File: config.mk
export PLATFORM = sky130hd
export DESIGN_NAME = regfile_wb_queue_flat
export DESIGN_NICKNAME = d
export VERILOG_FILES = /design/src/rtl/regfile_wb_queue_if.sv /design/src/rtl/regfile_wb_queue.sv /design/src/flat_wrapper.sv
export SDC_FILE = /design/constraint.sdc
export NUM_CORES = 1
export LEC_CHECK = 0
export BUFFER_PORTS_ARGS = -buffer_cell sky130_fd_sc_hd__buf_2
export CORE_MARGIN = 2
export CORE_UTILIZATION = 54
export CTS_BUF_LIST = sky130_fd_sc_hd__clkbuf_16
export CTS_CLUSTER_DIAMETER = 120
export CTS_CLUSTER_SIZE = 8
export DETAILED_ROUTE_END_ITERATION = 8
export GPL_ROUTABILITY_DRIVEN = 0
export PLACE_DENSITY_LB_ADDON = 0.3
export SETUP_SLACK_MARGIN = 0.1
export SLEW_MARGIN = 10
export SYNTH_ARGS = -nofsm -noshare
export SYNTH_HDL_FRONTEND = slang
export SYNTH_SLANG_ARGS = --single-unit
File: constraint.sdc
create_clock -name clk -period 2.8 [get_ports clk]
set_clock_uncertainty 0.2 [all_clocks]
set_input_delay 0.28 -clock clk [delete_from_list [all_inputs] [get_ports clk]]
set_output_delay 0.28 -clock clk [all_outputs]
set_load 0.05 [all_outputs]
File: src/rtl/regfile_wb_queue_if.sv
// Writeback-queue bus: pipeline write requests, one-hot drain strobe to the
// register array, and the two decode-stage lookup ports.
interface regfile_wb_queue_if #(
    parameter int DEPTH = 4,
    parameter int DW    = 16
);
    localparam int CW = $clog2(DEPTH + 1);

    logic          in_valid;
    logic          in_ready;
    logic [3:0]    in_reg;
    logic [DW-1:0] in_data;
    logic          drain_en;
    logic [15:0]   WriteReg;
    logic [DW-1:0] D;
    logic [3:0]    rd_reg1;
    logic          rd_hit1;
    logic [DW-1:0] rd_data1;
    logic [3:0]    rd_reg2;
    logic          rd_hit2;
    logic [DW-1:0] rd_data2;
    logic [CW-1:0] count;
    logic          empty;

    modport master (
        output in_valid, in_reg, in_data, drain_en, rd_reg1, rd_reg2,
        input  in_ready, WriteReg, D, rd_hit1, rd_data1, rd_hit2, rd_data2, count, empty
    );

    modport slave (
        input  in_valid, in_reg, in_data, drain_en, rd_reg1, rd_reg2,
        output in_ready, WriteReg, D, rd_hit1, rd_data1, rd_hit2, rd_data2, count, empty
    );
endinterface

File: src/rtl/regfile_wb_queue.sv
// Writeback FIFO draining one entry per cycle into a one-hot register strobe.
// Define REGFILE_WB_BYPASS_EN to build the youngest-pending-value lookup ports.
module regfile_wb_queue #(
    parameter int DEPTH = 4,
    parameter int DW    = 16
) (
    input  logic               clk,
    input  logic               rst,
    regfile_wb_queue_if.slave  bus
);
    localparam int PW = $clog2(DEPTH);
    localparam int CW = $clog2(DEPTH + 1);

    logic [CW-1:0] r_count;
    logic [PW-1:0] r_head;
    logic [PW-1:0] r_tail;
    logic [DEPTH-1:0] r_valid;
    logic [3:0]    r_q_reg  [DEPTH];
    logic [DW-1:0] r_q_data [DEPTH];
    logic [15:0]   r_write_reg;
    logic [DW-1:0] r_d;

    logic w_full;
    logic w_push;
    logic w_pop;

    // Writes to R0 are swallowed here so they never occupy a slot.
    assign w_full = (r_count == CW'(DEPTH));
    assign w_push = bus.in_valid && !w_full && (bus.in_reg != 4'd0);
    assign w_pop  = bus.drain_en && (r_count != '0);

    always_ff @(posedge clk or negedge rst) begin
        if (!rst) begin
            r_count     <= '0;
            r_head      <= '0;
            r_tail      <= '0;
            r_valid     <= '0;
            r_write_reg <= '0;
            r_d         <= '0;
        end else begin
            if (w_push) begin
                r_tail          <= r_tail + 1'b1;
                r_valid[r_tail] <= 1'b1;
            end
            if (w_pop) begin
                r_head          <= r_head + 1'b1;
                r_valid[r_head] <= 1'b0;
                r_write_reg     <= 16'(1) << r_q_reg[r_head];
                r_d             <= r_q_data[r_head];
            end else begin
                r_write_reg <= '0;
            end
            case ({w_push, w_pop})
                2'b10:   r_count <= r_count + 1'b1;
                2'b01:   r_count <= r_count - 1'b1;
                default: r_count <= r_count;
            endcase
        end
    end

    always_ff @(posedge clk) begin
        if (w_push) begin
            r_q_reg[r_tail]  <= bus.in_reg;
            r_q_data[r_tail] <= bus.in_data;
        end
    end

    assign bus.in_ready = !w_full;
    assign bus.WriteReg = r_write_reg;
    assign bus.D        = r_d;
    assign bus.count    = r_count;
    assign bus.empty    = (r_count == '0) && (r_write_reg == '0);

`ifdef REGFILE_WB_BYPASS_EN
    genvar gi;
    generate
        for (gi = 0; gi < 2; gi++) begin : g_lookup
            logic [3:0]    w_sel;
            logic          w_hit;
            logic [DW-1:0] w_data;

            assign w_sel = (gi == 0) ? bus.rd_reg1 : bus.rd_reg2;

            // Scan oldest to youngest so the last match left standing wins.
            always_comb begin
                w_hit  = 1'b0;
                w_data = '0;
                if (w_sel != 4'd0) begin
                    if (r_write_reg[w_sel]) begin
                        w_hit  = 1'b1;
                        w_data = r_d;
                    end
                    for (int i = 0; i < DEPTH; i++) begin
                        if (r_valid[r_head + PW'(i)] && (r_q_reg[r_head + PW'(i)] == w_sel)) begin
                            w_hit  = 1'b1;
                            w_data = r_q_data[r_head + PW'(i)];
                        end
                    end
                end
            end
        end
    endgenerate

    assign bus.rd_hit1  = g_lookup[0].w_hit;
    assign bus.rd_data1 = g_lookup[0].w_data;
    assign bus.rd_hit2  = g_lookup[1].w_hit;
    assign bus.rd_data2 = g_lookup[1].w_data;
`else
    logic w_unused_rd;
    assign w_unused_rd  = ^{bus.rd_reg1, bus.rd_reg2};
    assign bus.rd_hit1  = 1'b0;
    assign bus.rd_data1 = '0;
    assign bus.rd_hit2  = 1'b0;
    assign bus.rd_data2 = '0;
`endif
endmodule

File: src/flat_wrapper.sv
// flat-port wrapper written by rule: the top's interface ports become plain ports
module regfile_wb_queue_flat 
#(
    parameter int DEPTH = 4,
    parameter int DW    = 16
)
  (clk, rst, bus_in_valid, bus_in_reg, bus_in_data, bus_drain_en, bus_rd_reg1, bus_rd_reg2, bus_in_ready, bus_WriteReg, bus_D, bus_rd_hit1, bus_rd_data1, bus_rd_hit2, bus_rd_data2, bus_count, bus_empty);
  regfile_wb_queue_if #(.DEPTH(DEPTH), .DW(DW)) bus_i ();
  input  logic clk;
  input  logic rst;
  input wire logic [$bits(bus_i.in_valid)-1:0] bus_in_valid;
  input wire logic [$bits(bus_i.in_reg)-1:0] bus_in_reg;
  input wire logic [$bits(bus_i.in_data)-1:0] bus_in_data;
  input wire logic [$bits(bus_i.drain_en)-1:0] bus_drain_en;
  input wire logic [$bits(bus_i.rd_reg1)-1:0] bus_rd_reg1;
  input wire logic [$bits(bus_i.rd_reg2)-1:0] bus_rd_reg2;
  output wire logic [$bits(bus_i.in_ready)-1:0] bus_in_ready;
  output wire logic [$bits(bus_i.WriteReg)-1:0] bus_WriteReg;
  output wire logic [$bits(bus_i.D)-1:0] bus_D;
  output wire logic [$bits(bus_i.rd_hit1)-1:0] bus_rd_hit1;
  output wire logic [$bits(bus_i.rd_data1)-1:0] bus_rd_data1;
  output wire logic [$bits(bus_i.rd_hit2)-1:0] bus_rd_hit2;
  output wire logic [$bits(bus_i.rd_data2)-1:0] bus_rd_data2;
  output wire logic [$bits(bus_i.count)-1:0] bus_count;
  output wire logic [$bits(bus_i.empty)-1:0] bus_empty;
  assign bus_i.in_valid = bus_in_valid;
  assign bus_i.in_reg = bus_in_reg;
  assign bus_i.in_data = bus_in_data;
  assign bus_i.drain_en = bus_drain_en;
  assign bus_i.rd_reg1 = bus_rd_reg1;
  assign bus_i.rd_reg2 = bus_rd_reg2;
  assign bus_in_ready = bus_i.in_ready;
  assign bus_WriteReg = bus_i.WriteReg;
  assign bus_D = bus_i.D;
  assign bus_rd_hit1 = bus_i.rd_hit1;
  assign bus_rd_data1 = bus_i.rd_data1;
  assign bus_rd_hit2 = bus_i.rd_hit2;
  assign bus_rd_data2 = bus_i.rd_data2;
  assign bus_count = bus_i.count;
  assign bus_empty = bus_i.empty;
  regfile_wb_queue #(.DEPTH(DEPTH), .DW(DW)) u_core (.clk(clk), .rst(rst), .bus(bus_i));
endmodule
Word level (Yosys, flattened, before mapping)
Memory sizes are Yosys's and may differ from the RTL's. A register that Yosys moved wholly into a read port is not among the register bits.
Index checks and enable logic that the tools add are counted.

storage, ports and cells
  register bits after elaboration = 23
  RAM bits = 80
  input port bits = 32
  output and inout bits = 71
  word-level logic and storage cells = 29
  memories kept = 2

memory list
  name             words  width  read ports  clocked after memory_dff  write ports  line                    source
  u_core.r_q_data  4      16     1           1                         1            regfile_wb_queue.sv:19  logic [DW-1:0] r_q_data [DEPTH];
  u_core.r_q_reg   4      4      1           0                         1            regfile_wb_queue.sv:18  logic [3:0] r_q_reg [DEPTH];

cells by class
  add/sub/neg operators = 4
  equal/unequal tests = 3
  shift operators = 1
  multiplexer cells = 4
  reductions and logical operators = 11

operator list
  operator              number
  $logic_not 16->1      1
  $mux 16               1
  $shl 1x4->16 const A  1
  $pmux 3 s2            1
  $add 2x1->2 const B   2
  $logic_and 1x1->1     4
  $reduce_bool 4->1     1
  $add 3x1->3 const B   1
  $eq 3x3->1 const B    1
  $logic_not 3->1       1
  $reduce_bool 3->1     1
  $sub 3x1->3 const B   1
  $eq 2x1->1 const B    1
  $eq 2x2->1 const B    1
  $logic_not 1->1       2
  $mux 1                2
  $reduce_bool 2->1     1

Longest topological paths before layout
  depth after elaboration = 6
  depth in mapped cells = 10
  mapped depth without buffers = 9

Worst setup path after synthesis
Ideal clock, no wire load.

  path kind = register to register
  start point = register u_core.r_count[2] (netlist: u_core.bus.count[2])
  end point = register u_core.r_count[2] (netlist: u_core.bus.count[2])
  library setup time = 0.082 ns
  arrival = 2.716 ns
  data required time = 2.518 ns
  slack = -0.198 ns
  stages on the path, launching flop included = 11
  path buffers = 1
  period minus slack after synthesis = 2.998 ns
  cell sequence = dfrtp_1 > or3b_1 > and3_1 > clkbuf_1 > inv_1 > ha_1 > inv_1 > fa_1 > xor2_1 > nor2_1 > xor2_1

on the way
  cells in the longest elaborated chain, start to end = 6
  elaborated cells on any way between the ends = 12
  those cells by class = add/sub: 2; eq/ne: 3; mux: 1; reduce/logical: 6

RTL lines
  item                                             line                    source
  from (decl)                                      regfile_wb_queue.sv:14  logic [CW-1:0] r_count;
  from (signal assigned)                           regfile_wb_queue.sv:54  2'b10: r_count <= r_count + 1'b1;
  from (signal assigned)                           regfile_wb_queue.sv:55  2'b01: r_count <= r_count - 1'b1;
  from (signal assigned)                           regfile_wb_queue.sv:56  default: r_count <= r_count;
  $eq 3x3->1 (*)                                   regfile_wb_queue.sv:28  assign w_full = (r_count == CW'(DEPTH));
  $logic_not 1->1 (*)                              -
  named net bus_in_ready                           flat_wrapper.sv:17      output wire logic [$bits(bus_i.in_ready)-1:0] bus_in_ready;
  $logic_and 1x1->1 (*) (2 in series)              regfile_wb_queue.sv:29  assign w_push = bus.in_valid && !w_full && (bus.in_reg != 4'd0);
  $eq 2x1->1 or $eq 2x2->1 (tied branches)         regfile_wb_queue.sv:53  case ({w_push, w_pop})
  $pmux 3 s2 or $reduce_bool 2->1 (tied branches)  -

Mark *: on every way through the listed nets, which the timed path passes. The rest lies on a longest branch.
A chain may end at the register's enable or synchronous reset.

Worst setup path after layout
  start point = input bus_in_reg[3]
  end point = register u_core.r_count[2] (netlist: u_core.bus.count[2])

on the way
  cells in the longest elaborated chain, start to end = 4
  elaborated cells on any way between the ends = 6
  those cells by class = eq/ne: 2; mux: 1; reduce/logical: 3

RTL lines
  item                                             line                    source
  from (decl)                                      flat_wrapper.sv:12      input wire logic [$bits(bus_i.in_reg)-1:0] bus_in_reg;
  $reduce_bool 4->1 (*)                            regfile_wb_queue.sv:29
  $logic_and 1x1->1 (*)                            regfile_wb_queue.sv:29
  $eq 2x1->1 or $eq 2x2->1 (tied branches)         regfile_wb_queue.sv:53
  $pmux 3 s2 or $reduce_bool 2->1 (tied branches)  -

Mark *: on every way between the ends. The rest lies on a longest branch, timed or not.

==> impl_metrics.env <==
export IMPL_status="complete, no violations"
export IMPL_grt_usage=0.1923
export IMPL_synthToLayoutAreaGrowth_pct=23.37
export IMPL_crit_fanout=7
export IMPL_grt_max_degree=29
export IMPL_htreeDepth=4
export IMPL_grt_use_met3=0.05082
export IMPL_cts_tree="built"
export IMPL_hp_class="input pin to flop"
export IMPL_yosys_area_top_type_share=0.5037
export IMPL_clock_path_buffers=2
export IMPL_cts_made_buffers=17
export IMPL_cts_root_buf="clkbuf_16"
export IMPL_wirelength_microns=8478
export IMPL_p_seq_frac=0.376
export IMPL_postRouteAntennaNets=0
export IMPL_crit_path_start_kind="input pin"
export IMPL_grt_pass1_wl_microns=13590
export IMPL_antenna_found_initial=0
export IMPL_cap_violations=0
export IMPL_crit_path_end_kind="flop"
export IMPL_p_comb_frac=0.329
export IMPL_dieHeight_microns=97.98
export IMPL_clock_sinks=119
export IMPL_p_leak_nw=2.494
export IMPL_die_w_microns=97.98
export IMPL_grt_util_met2=0.3087
export IMPL_top_register="u_core.r_q_data"
export IMPL_drt_initial_drc_count=99
export IMPL_syn_area_sq_mm=0.004770
export IMPL_syn_inst=295
export IMPL_layout_common_cells="edfxtp_1 (80), buf_2 (60), nand2_1 (52), dfrtp_1 (36), conb_1 (34)"
export IMPL_intPower_mw=4.367
export IMPL_synth_warnings=0
export IMPL_grt_busiest_layer="met2"
export IMPL_drive_gt1_frac=0.2889
export IMPL_irDropWorstVdd_uv=703.2
export IMPL_slew_headroom=0.2824
export IMPL_cts_setup_buffers=0
export IMPL_slew_violations=0
export IMPL_grt_ovfl_total=0
export IMPL_dp_hpwl_microns=5068
export IMPL_fmax_mhz=382.6
export IMPL_switching_share=0.3630
export IMPL_finalSetupViolCount=0
export IMPL_finalSetupTns_ns=0
export IMPL_start_util=0.5523
export IMPL_clkLatencyLatePin_ns=0.40
export IMPL_core_area_sq_mm=0.008636
export IMPL_synthTopCellsByArea="edfxtp_1 (50%), dfrtp_1 (20%), buf_4 (5.4%)"
export IMPL_hold_viol=0
export IMPL_wl_per_cell_microns=16.53
export IMPL_num_vias=2608
export IMPL_largest_register_ffs=64
export IMPL_drtPass1Iterations=5
export IMPL_io_pins=103
export IMPL_fillCellCount=586
export IMPL_place_area_sq_mm=0.005101
export IMPL_stdcell_area_sq_mm=0.005884
export IMPL_p_sw_mw=2.488
export IMPL_postSynthAreaPerCell_sq_um=16.17
export IMPL_power_share_clock=0.295
export IMPL_cts_clk_slew_worst_paths_ns=0.05
export IMPL_vias_per_cell=5.084
export IMPL_tightestPinTransition_ns=1.076
export IMPL_rsz0062_at_grt="false"
export IMPL_power_density_mw_per_mm2=1165
export IMPL_synthDistinctLibCells=35
export IMPL_fin_crit_ns=2.613
export IMPL_dieArea_sq_mm=0.009600
export IMPL_drcViolationCount=0
export IMPL_layout_commonest_cell="edfxtp_1"
export IMPL_multi_input_area_sq_mm=0.001212
export IMPL_grt_use_met1=0.2477
export IMPL_seq_area_frac_synth=0.7083
export IMPL_rows=34
export IMPL_seq_area_sq_mm=0.003382
export IMPL_finalNetCount=430
export IMPL_cp_required_ns=2.91
export IMPL_min_period_over_period=0.9334
export IMPL_grt_pass1_vias=2671
export IMPL_yosys_register_bits=119
export IMPL_antenna_cells=0
export IMPL_crit_type="input pin to flop"
export IMPL_yosysTopAreaCell="edfxtp_1"
export IMPL_port_buffers=60
export IMPL_cp_arrival_ns=2.73
==> kinds of logic after synthesis <==
family / Yosys count / share of synthesized area
XOR/XNOR: 6 / 0.01102
AO/OA/AOI/OAI: 2 / 0.002623
flip-flops: 119 / 0.7083
AND/OR/NAND/NOR: 90 / 0.08762
buffers and inverters: 50 / 0.06847
multiplexers: 21 / 0.1039
other: 1 / 0.0007862
adder cells (fa/ha/maj): 6 / 0.01731
==> power by group through the flow <==
stage | Combinational (mW) | Clock, mW | Sequential, mW
2_1_floorplan | 1.20 | 0 | 3.12
3_3_place_gp | 2.20 | 0 | 2.59
3_5_place_dp | 2.24 | 0 | 2.61
4_1_cts | 2.27 | 2.05 | 2.58
5_1_grt | 2.43 | 2.14 | 2.63
6_report | 2.26 | 2.02 | 2.58
==> final cells by class <==
type,count,area share
Clock buffer,17,0.07229
Clock inverter,15,0.02381
Inverter,7,0.004465
Multi-Input combinational cell,159,0.2060
Sequential cell,119,0.5747
Tap cell,108,0.02296
Timing Repair Buffer,88,0.09568
==> final timing paths <==
kind,startpoint,end,slack [ns],cells past startpoint
min reg2reg,u_core.bus.D[7]$_DFFE_PN0P_,u_core.bus.D[7]$_DFFE_PN0P_,0.27,2
max in group asynchronous,rst,u_core.bus.WriteReg[9]$_DFF_PN0_,1.51,3
max reg2reg,u_core.bus.count[0]$_DFFE_PN0P_,u_core.bus.count[2]$_DFFE_PN0P_,0.37,9
min in group asynchronous,rst,u_core.bus.D[11]$_DFFE_PN0P_,0.24,2
max,bus_in_reg[3],u_core.bus.count[2]$_DFFE_PN0P_,0.19,11
min,bus_in_valid,u_core.r_tail[0]$_DFFE_PN0P_,0.1,3
==> metal layers <==
layer	share of wire	wire, microns
met2	0.51	4307
met5	0	0
met1	0.41	3482
met3	0.070	595
met4	0.011	93
==> metrics by stage <==
| step | instances | setup slack (ns) | total power, mW | utilization | hold slack, ns |
|---|---|---|---|---|---|
| 2_1_floorplan | 328 | 0.1067 | 4.320 | - | -0.2156 |
| 3_3_place_gp | 460 | 0.2476 | 4.784 | 0.5907 | 0.1289 |
| 3_5_place_dp | 460 | 0.1976 | 4.845 | 0.5907 | 0.1422 |
| 4_1_cts | 513 | 0.1037 | 6.907 | 0.6805 | 0.1563 |
| 5_1_grt | 513 | 0.1129 | 7.202 | 0.6814 | 0.1123 |
| 6_report | 513 | 0.1866 | 6.855 | 0.6814 | 0.09877 |
==> synth_stat cells, drive strengths merged <==
| master | number |
|---|---|
| o21ai | 1 |
| nor4b | 2 |
| mux2 | 1 |
| and3 | 1 |
| nor3 | 2 |
| dfrtp | 39 |
| nand3b | 1 |
| inv | 7 |
| nand2b | 2 |
| nand2 | 52 |
| nand3 | 2 |
| or3 | 2 |
| o31ai | 1 |
| or4 | 2 |
| conb | 1 |
| clkbuf | 4 |
| fa | 1 |
| xnor2 | 4 |
| and4 | 1 |
| or3b | 1 |
| ha | 5 |
| mux4 | 20 |
| nor3b | 1 |
| edfxtp | 80 |
| xor2 | 2 |
| nor4 | 4 |
| and2 | 4 |
| buf | 39 |
| or2 | 1 |
| nor2 | 12 |
==> timing repair <==
item / CTS / global route
setup endpoints to repair: 0 / 1
hold endpoints to repair: 107 / 0
gates resized for setup: 0 / 3
hold buffers: 21 / 0
==> worst max-delay path, stage by stage <==
cell           delay, ns
dlygate4sd3_1       0.55
buf_2               0.16
or4_1               0.47
and3_4              0.19
inv_1               0.06
ha_2                0.17
inv_1               0.05
fa_1                0.37
xor2_1              0.15
nor2_1              0.10
xor2_1              0.16
Note: power is estimated with default switching activity, not from simulation.
